**config.mk**
```make
export PLATFORM = sky130hd
export DESIGN_NAME = rtc_calendar_core
export DESIGN_NICKNAME = d
export VERILOG_FILES = /design/src/rtl/rtc_calendar_core.sv
export SDC_FILE = /design/constraint.sdc
export NUM_CORES = 1
export LEC_CHECK = 0
export ABC_AREA = 1
export BUFFER_PORTS_ARGS = -buffer_cell sky130_fd_sc_hd__buf_2
export CAP_MARGIN = 20
export CORE_MARGIN = 2
export CORE_UTILIZATION = 45
export CTS_BUF_LIST = sky130_fd_sc_hd__clkbuf_16
export DETAILED_ROUTE_END_ITERATION = 7
export PLACE_DENSITY_LB_ADDON = 0.05
export REMOVE_ABC_BUFFERS = 1
export SYNTH_ARGS = -nofsm -noshare
export SYNTH_HDL_FRONTEND = slang
export SYNTH_SLANG_ARGS = --single-unit
```
**constraint.sdc**
```tcl
create_clock -name i_clock -period 4.2 [get_ports i_clock]
set_input_delay 0.21 -clock i_clock [delete_from_list [all_inputs] [get_ports i_clock]]
set_output_delay 0.21 -clock i_clock [all_outputs]
set_load 0.005 [all_outputs]
```
**src/rtl/rtc_calendar_core.sv**
```systemverilog
// Real-time clock/calendar core: prescaled 1 Hz tick driving sec..year counters
// with leap years, field set/increment strobes and an hour:minute alarm.
module rtc_calendar_core #(
  parameter int TICK_DIV = 32768,
  parameter int YEAR_MAX = 99
) (
  input  logic       i_clock,
  input  logic       i_reset,
  input  logic       i_run,
  input  logic       i_set_valid,
  input  logic [2:0] i_set_field,
  input  logic [6:0] i_set_value,
  input  logic       i_inc_valid,
  input  logic [2:0] i_inc_field,
  input  logic       i_alarm_en,
  input  logic [4:0] i_alarm_hour,
  input  logic [5:0] i_alarm_minute,
  input  logic       i_alarm_clr,
  output logic [5:0] o_second,
  output logic [5:0] o_minute,
  output logic [4:0] o_hour,
  output logic [4:0] o_day,
  output logic [3:0] o_month,
  output logic [6:0] o_year,
  output logic       o_sec_pulse,
  output logic       o_alarm_irq,
  output logic       o_alarm_pending
);

  localparam int            PW         = (TICK_DIV > 1) ? $clog2(TICK_DIV) : 1;
  localparam logic [PW-1:0] PRESC_LAST = PW'(TICK_DIV - 1);
  localparam logic [6:0]    YMAX       = 7'(YEAR_MAX);

  localparam logic [2:0] F_SEC  = 3'd0;
  localparam logic [2:0] F_MIN  = 3'd1;
  localparam logic [2:0] F_HOUR = 3'd2;
  localparam logic [2:0] F_DAY  = 3'd3;
  localparam logic [2:0] F_MON  = 3'd4;
  localparam logic [2:0] F_YEAR = 3'd5;

  function automatic logic [4:0] month_len(input logic [3:0] m, input logic [6:0] y);
    case (m)
      4'd2:                    month_len = (y[1:0] == 2'd0) ? 5'd29 : 5'd28;
      4'd4, 4'd6, 4'd9, 4'd11: month_len = 5'd30;
      default:                 month_len = 5'd31;
    endcase
  endfunction

  logic [PW-1:0] r_presc;
  logic          r_defer;
  logic [5:0]    r_second;
  logic [5:0]    r_minute;
  logic [4:0]    r_hour;
  logic [4:0]    r_day;
  logic [3:0]    r_month;
  logic [6:0]    r_year;
  logic          r_sec_pulse;
  logic          r_alarm_irq;
  logic          r_alarm_pending;
  logic          r_match_d;

  logic       w_tick;
  logic       w_upd;
  logic       w_do_tick;
  logic       w_sec_loaded;
  logic       w_match;
  logic       w_irq_nx;
  logic [4:0] w_mlen;
  logic [4:0] w_new_mlen;
  logic [5:0] w_sec_nx;
  logic [5:0] w_min_nx;
  logic [4:0] w_hour_nx;
  logic [4:0] w_day_nx;
  logic [3:0] w_mon_nx;
  logic [6:0] w_year_nx;

  // Strobes are single-cycle requests with no back-pressure: any cycle carrying
  // set_valid or inc_valid owns the field update and pushes the tick into r_defer.
  assign w_tick    = i_run && (r_presc == PRESC_LAST);
  assign w_upd     = i_set_valid || i_inc_valid;
  assign w_do_tick = !w_upd && i_run && (w_tick || r_defer);
  assign w_mlen    = month_len(r_month, r_year);

  always_comb begin
    w_sec_nx     = r_second;
    w_min_nx     = r_minute;
    w_hour_nx    = r_hour;
    w_day_nx     = r_day;
    w_mon_nx     = r_month;
    w_year_nx    = r_year;
    w_sec_loaded = 1'b0;
    w_new_mlen   = 5'd31;
    if (i_set_valid) begin
      case (i_set_field)
        F_SEC:  if (i_set_value <= 7'd59) begin
                  w_sec_nx     = i_set_value[5:0];
                  w_sec_loaded = 1'b1;
                end
        F_MIN:  if (i_set_value <= 7'd59) w_min_nx = i_set_value[5:0];
        F_HOUR: if (i_set_value <= 7'd23) w_hour_nx = i_set_value[4:0];
        F_DAY:  if (i_set_value >= 7'd1 && i_set_value <= {2'b00, w_mlen}) w_day_nx = i_set_value[4:0];
        F_MON:  if (i_set_value >= 7'd1 && i_set_value <= 7'd12) w_mon_nx = i_set_value[3:0];
        F_YEAR: if (i_set_value <= YMAX) w_year_nx = i_set_value;
        default: ;
      endcase
    end else if (i_inc_valid) begin
      case (i_inc_field)
        F_SEC:  w_sec_nx  = (r_second == 6'd59) ? 6'd0 : r_second + 6'd1;
        F_MIN:  w_min_nx  = (r_minute == 6'd59) ? 6'd0 : r_minute + 6'd1;
        F_HOUR: w_hour_nx = (r_hour == 5'd23) ? 5'd0 : r_hour + 5'd1;
        F_DAY:  w_day_nx  = (r_day >= w_mlen) ? 5'd1 : r_day + 5'd1;
        F_MON:  w_mon_nx  = (r_month == 4'd12) ? 4'd1 : r_month + 4'd1;
        F_YEAR: w_year_nx = (r_year >= YMAX) ? 7'd0 : r_year + 7'd1;
        default: ;
      endcase
    end else if (w_do_tick) begin
      if (r_second != 6'd59) w_sec_nx = r_second + 6'd1;
      else begin
        w_sec_nx = 6'd0;
        if (r_minute != 6'd59) w_min_nx = r_minute + 6'd1;
        else begin
          w_min_nx = 6'd0;
          if (r_hour != 5'd23) w_hour_nx = r_hour + 5'd1;
          else begin
            w_hour_nx = 5'd0;
            if (r_day != w_mlen) w_day_nx = r_day + 5'd1;
            else begin
              w_day_nx = 5'd1;
              if (r_month != 4'd12) w_mon_nx = r_month + 4'd1;
              else begin
                w_mon_nx  = 4'd1;
                w_year_nx = (r_year >= YMAX) ? 7'd0 : r_year + 7'd1;
              end
            end
          end
        end
      end
    end
    // A new month or year may be shorter than the current day; pin to its last day.
    w_new_mlen = month_len(w_mon_nx, w_year_nx);
    if (w_day_nx > w_new_mlen) w_day_nx = w_new_mlen;
  end

  assign w_match  = i_alarm_en && (r_hour == i_alarm_hour) &&
                    (r_minute == i_alarm_minute) && (r_second == 6'd0);
  assign w_irq_nx = w_match && !r_match_d;

  always_ff @(posedge i_clock) begin
    if (i_reset) begin
      r_presc         <= '0;
      r_defer         <= 1'b0;
      r_second        <= 6'd0;
      r_minute        <= 6'd0;
      r_hour          <= 5'd0;
      r_day           <= 5'd1;
      r_month         <= 4'd1;
      r_year          <= 7'd0;
      r_sec_pulse     <= 1'b0;
      r_alarm_irq     <= 1'b0;
      r_alarm_pending <= 1'b0;
      r_match_d       <= 1'b0;
    end else begin
      if (w_sec_loaded)  r_presc <= '0;
      else if (i_run)    r_presc <= w_tick ? '0 : r_presc + PW'(1);
      if (w_sec_loaded)  r_defer <= 1'b0;
      else if (w_upd)    r_defer <= r_defer | w_tick;
      else if (i_run)    r_defer <= 1'b0;
      r_second        <= w_sec_nx;
      r_minute        <= w_min_nx;
      r_hour          <= w_hour_nx;
      r_day           <= w_day_nx;
      r_month         <= w_mon_nx;
      r_year          <= w_year_nx;
      r_sec_pulse     <= w_do_tick;
      r_alarm_irq     <= w_irq_nx;
      r_alarm_pending <= w_irq_nx | (r_alarm_pending & ~i_alarm_clr);
      r_match_d       <= w_match;
    end
  end

  assign o_second        = r_second;
  assign o_minute        = r_minute;
  assign o_hour          = r_hour;
  assign o_day           = r_day;
  assign o_month         = r_month;
  assign o_year          = r_year;
  assign o_sec_pulse     = r_sec_pulse;
  assign o_alarm_irq     = r_alarm_irq;
  assign o_alarm_pending = r_alarm_pending;

endmodule
```
Yosys cells after proc, flatten, opt, wreduce, memory -nomap -nowiden --
Index checks and enable logic that the tools add are counted.
Word-level totals: logic and storage cells 180, register bits after elaboration 53, output and inout port bits 36
Operators by class: reduce and logical (&&, ||, !) cells 27, add/sub/neg operators 7, magnitude comparators 9, bitwise gates (word level) 4, eq/ne operators 48, multiplexer cells 72
Operator list (count):
- $mux 5 | 22
- $mux 6 | 16
- $mux 7 | 12
- $mux 4 | 12
- $eq 4x4->1 const B | 5
- $eq 4x3->1 const B | 4
- $add 15x1->15 const B | 1
- $eq 15x15->1 const B | 1
- $mux 15 | 1
- $ne 3x3->1 const B | 5
- $ne 2x1->1 const B | 7
- $add 6x1->6 const B | 2
- $eq 3x2->1 const B | 4
- $eq 3x3->1 const B | 4
- $eq 6x6->1 const B | 2
- $ne 3x2->1 const B | 4
- $ne 6x6->1 const B | 2
- $add 5x1->5 const B | 2
- $logic_and 1x1->1 | 9
- $reduce_and 9->1 | 1
- $eq 4x2->1 const B | 2
- $pmux 2 s2 | 2
- $reduce_or 4->1 | 2
- $add 7x1->7 const B | 1
- 32 further kinds | 44

Logic depth before layout (Yosys ltp) --
depth after elaboration 16, depth in mapped cells 28

Worst setup path after synthesis --
No wires, ideal clock.
path kind flip-flop to flip-flop, start register r_month[0], in the netlist o_month[0], end register r_day[0], in the netlist o_day[0], required time 4085 ps, setup time 115 ps, path slack 832 ps, arrival 3253 ps, stages on the path, launching flop included 25, path through dfxtp_1 inv_1 ha_1 nor3b_1 a21oi_1 ha_1 nand2_1 nor2_4 nand3_2 nor2_2 nand3_1 nand2_1 nand3_1 nand2_1 nand3_1 nor2_1 nor2_1 and2_1 ha_1 nand2_1 nand2_1 a21oi_1 nand2_1 a21oi_1 nand2_1
On the way: longest elaborated chain between the ends 16
Ends and longest elaborated chain:
- start, declared | RTL line 55 | logic [3:0] r_month;
- start signal, assigned | RTL line 172 | r_month <= w_mon_nx;
- $eq 4x3->1 / $eq 4x4->1 (equally long branches) | RTL line 42 | case (m)
- $reduce_or 4->1 | RTL line 42
- $pmux 2 s2 | RTL line 42
- $ne 5x5->1 | RTL line 126 | if (r_day != w_mlen) w_day_nx = r_day + 5'd1;
- $mux 4 / $mux 7 (equally long branches) | RTL line 126
- $mux 4 / $mux 7 (equally long branches) | RTL line 123 | if (r_hour != 5'd23) w_hour_nx = r_hour + 5'd1;
- $mux 4 / $mux 7 (equally long branches) | RTL line 120 | if (r_minute != 6'd59) w_min_nx = r_minute + 6'd1;
- $mux 4 / $mux 7 (equally long branches) | RTL line 117 | if (r_second != 6'd59) w_sec_nx = r_second + 6'd1;
- $mux 4 / $mux 7 (equally long branches) | RTL line 116 | end else if (w_do_tick) begin
- $mux 4 / $mux 7 (equally long branches) | RTL line 106 | end else if (i_inc_valid) begin
- $mux 4 / $mux 7 (equally long branches) | RTL line 93 | if (i_set_valid) begin
- $eq 4x3->1 (tied with other cells) | RTL line 42
- $reduce_or 4->1 / $mux 1 (equally long branches) | RTL line 42, 43
- $pmux 2 s2 | RTL line 42
- $gt 5x5->1 | RTL line 141 | if (w_day_nx > w_new_mlen) w_day_nx = w_new_mlen;
- $mux 5 * | RTL line 141
- end signal, assigned | RTL line 171 | r_day <= w_day_nx;
- end, declared | RTL line 54 | logic [4:0] r_day;
Mark *: on every way between the ends. The rest lies on a longest branch, timed or not. The select of a mux whose other input is x is not followed. A chain may end at the register's enable or synchronous reset.

Final worst setup path --
Ends and elaborated chain as after synthesis.

==> results.py <==
metrics = {
    "run_status": {
        "status": "finished clean",
    },
    "timing": {
        "skew_ps": 4.94,
        "grt_setup_unrepaired": "no",
        "hold_violations": 0,
        "drv_slew": 0,
        "min_period_ps": 3680,
        "fin_crit_sh": 0.876,
        "slew_headroom": 0.379,
        "max_freq_mhz": 272,
        "tightest_slew_ps": 931,
        "setup_tns_ps": 0,
        "finalSetupViolCount": 0,
    },
    "cts": {
        "cts_root_buf": "clkbuf_16",
        "cts_buffer_depth": 2,
        "htree_num_levels": 2,
        "tritoncts": "built",
        "insertion_delay_ps": 300,
        "clkTransAtPathRegs_ps": 80,
        "clock_sinks": 53,
        "cts_setup_buffers": 0,
        "cts_buffers": 5,
    },
    "power_and_ir_drop": {
        "ir_drop_uv": 196,
        "power_leakage_nw": 2.18,
        "power.density_nw_per_um2": 268,
        "fin_total_pwr_mw": 1.26,
    },
    "cells_and_area": {
        "drive_above_1_share": 0.180,
        "nets": 753,
        "diodes": 0,
        "post-route-util": 0.538,
        "finalInstanceArea_um2": 4720,
        "syn_to_final_growth_pct": 15.3,
    },
    "global_routing": {
        "grtUsageTotal": 0.250,
        "grt_start_max_net_pins": 23,
        "grt_pass1_vias": 4103,
        "grt_overflow": 0,
        "grt_pass1_wl_um": 20000,
        "grt_antenna_before_repair": 0,
    },
    "logic_synthesis": {
        "synth_common_cells": "nand2_1, inv_1, nor2_1",
        "syn_area_per_cell_um2": 6.43,
        "synth_edf_count": 0,
        "syn_area_um2": 4090,
        "yosys_warnings": 0,
        "synth_most_common_cell": "nand2_1",
        "synth_seq_cells": 53,
        "async_flop_share": 0,
        "netlist.area_leader.share": 0.259,
        "yosys-top-cells-area": "dfxtp_1, nand2_1, inv_1",
        "yosysSeqAreaShare": 0.259,
        "synth_flop_cell": "dfxtp_1",
        "yosysTopAreaCell": "dfxtp_1",
        "syn_inst": 636,
        "yosysUniqueCellTypes": 51,
    },
    "detailed_routing": {
        "antenna_left": 0,
        "wire_per_inst_um": 14.6,
        "drt-pass1-iter-count": 5,
        "drt_wl_total_um": 11900,
        "drc": 0,
        "via_per_inst": 5.39,
        "dr.first_iter.drc_count": 210,
        "vias": 4381,
    },
    "worst_setup_path": {
        "path_buf_inv": 1,
        "path_max_fanout": 9,
        "path_class": "reg2reg",
        "path_delay_family": "simple AND/OR/NAND/NOR gates",
        "cp.required_ps": 4400,
        "cp.arrival_ps": 3880,
        "cp-end-kind": "register",
        "crit_chain": "inv_1 -> ha_1 -> nor3b_4 -> a21oi_2 -> ha_1 -> nand2_1 -> nor2_4 -> nand3_2 -> nor2_2 -> nand3_1 -> nand2_1 -> nand3_1 -> nand2_1 -> nand3_1 -> nor2_1 -> nor2_1 -> and2_1 -> ha_1 -> o21bai_1 -> nand2_1 -> a21oi_1 -> nand2_1 -> a21oi_1 -> nand2_1",
        "critPathMaxStageDelay_ps": 380,
        "crit_path_start_kind": "register",
        "cp_common_cell": "nand2_1",
        "slowest_stage": "dfxtp_2",
    },
    "place": {
        "gp_congestion": 0.912,
        "hpwl_um": 9370,
        "place_area_um2": 4550,
        "port_buffers": 66,
    },
    "min_path": {
        "hp-class": "in2reg",
    },
    "flow_run": {
        "max-cap-violations": 0,
    },
    "floorplan": {
        "die_h_um": 99.3,
        "rows": 34,
        "dieArea_um2": 9870,
        "coreArea_um2": 8760,
        "die_w_um": 99.3,
        "io_pins": 67,
        "initial_core_util": 0.467,
    },
}
## power by group
| part | total [mW] | leakage (nW) | internal (mW) | switching (mW) |
|---|---|---|---|---|
| logic | 0.253 | 1.67 | 0.0955 | 0.158 |
| registers | 0.556 | 0.432 | 0.523 | 0.0333 |
| clock network | 0.453 | 0.0763 | 0.230 | 0.223 |
| total | 1.26 | 2.18 | 0.848 | 0.414 |
## flip-flops by register name (all words and copies together) (netlist names)
register / count
o_alarm_irq: 1
o_alarm_pending: 1
o_day: 5
o_hour: 5
o_minute: 6
o_month: 4
o_sec_pulse: 1
o_second: 6
o_year: 7
r_defer: 1
r_match_d: 1
r_presc: 15
## cells by family (layout without fill, tap and decap cells)
| family | after synthesis | in the layout | synth area share |
|---|---|---|---|
| buffers and inverters | 102 | 171 | 0.0973 |
| AO/OA/AOI/OAI | 122 | 122 | 0.170 |
| adder cells (fa/ha/maj) | 18 | 18 | 0.0551 |
| XOR/XNOR | 23 | 23 | 0.0493 |
| flip-flops | 53 | 53 | 0.259 |
| AND/OR/NAND/NOR | 318 | 318 | 0.369 |
## cell usage in the layout (no fill, tap or decap), drive strengths merged, types with 2 or more instances in the layout
cell	instances
nand2	133
nor2	93
inv	92
buf	71
nand3	54
dfxtp	53
o21ai	50
a21oi	37
ha	18
xor2	14
nand4	14
nor3	12
a31oi	10
xnor2	9
a211oi	5
clkbuf	5
o22ai	4
nor3b	4
o211ai	3
clkinv	3
a22oi	2
and2	2
or2	2
o21bai	2
nor4	2
## worst paths after layout
check | start | end | slack [ps] | cells after the start
max reg2reg | o_month[0]$_SDFF_PP1_ | o_day[0]$_SDFF_PP1_ | 520 | 24
min | i_run | r_presc[0]$_SDFFE_PP0P_ | 190 | 2
min reg2reg | r_match_d$_SDFF_PP0_ | o_alarm_irq$_SDFF_PP0_ | 410 | 1
max | o_month[0]$_SDFF_PP1_ | o_day[0]$_SDFF_PP1_ | 520 | 24
## layout make-up
type	count	area, µm²
sequential	53	1060
clock buffer	5	125
fill	937	4050
tap	108	135
inverter	92	350
timing repair buffer	71	368
clock inverter	3	28.8
multi-input combinational	481	2650
## metal layers
| layer | up-vias | global-route usage | wire length (µm) |
|---|---|---|---|
| li1 | 2237 | - | - |
| met1 | 2002 | 0.347 | 5670 |
| met2 | 132 | 0.415 | 5440 |
| met3 | 10 | 0.0365 | 692 |
| met4 | 0 | 0.0516 | 99 |
| met5 | - | 0 | 0 |
## what timing repair did
action,CTS,global route
endpoints found under the setup margin,0,2
hold buffers,0,0
resized for setup,0,5
## stage by stage
| step | hold slack (ps) | std cells | setup slack (ps) |
|---|---|---|---|
| 2_1_floorplan | 279 | 626 | 808 |
| 3_3_place_gp | 389 | 805 | 527 |
| 3_5_place_dp | 398 | 805 | 285 |
| 4_1_cts | 183 | 813 | 272 |
| 5_1_grt | 197 | 813 | 20.6 |
| 6_report | 192 | 813 | 521 |
Power figures use the tool's default switching activity.
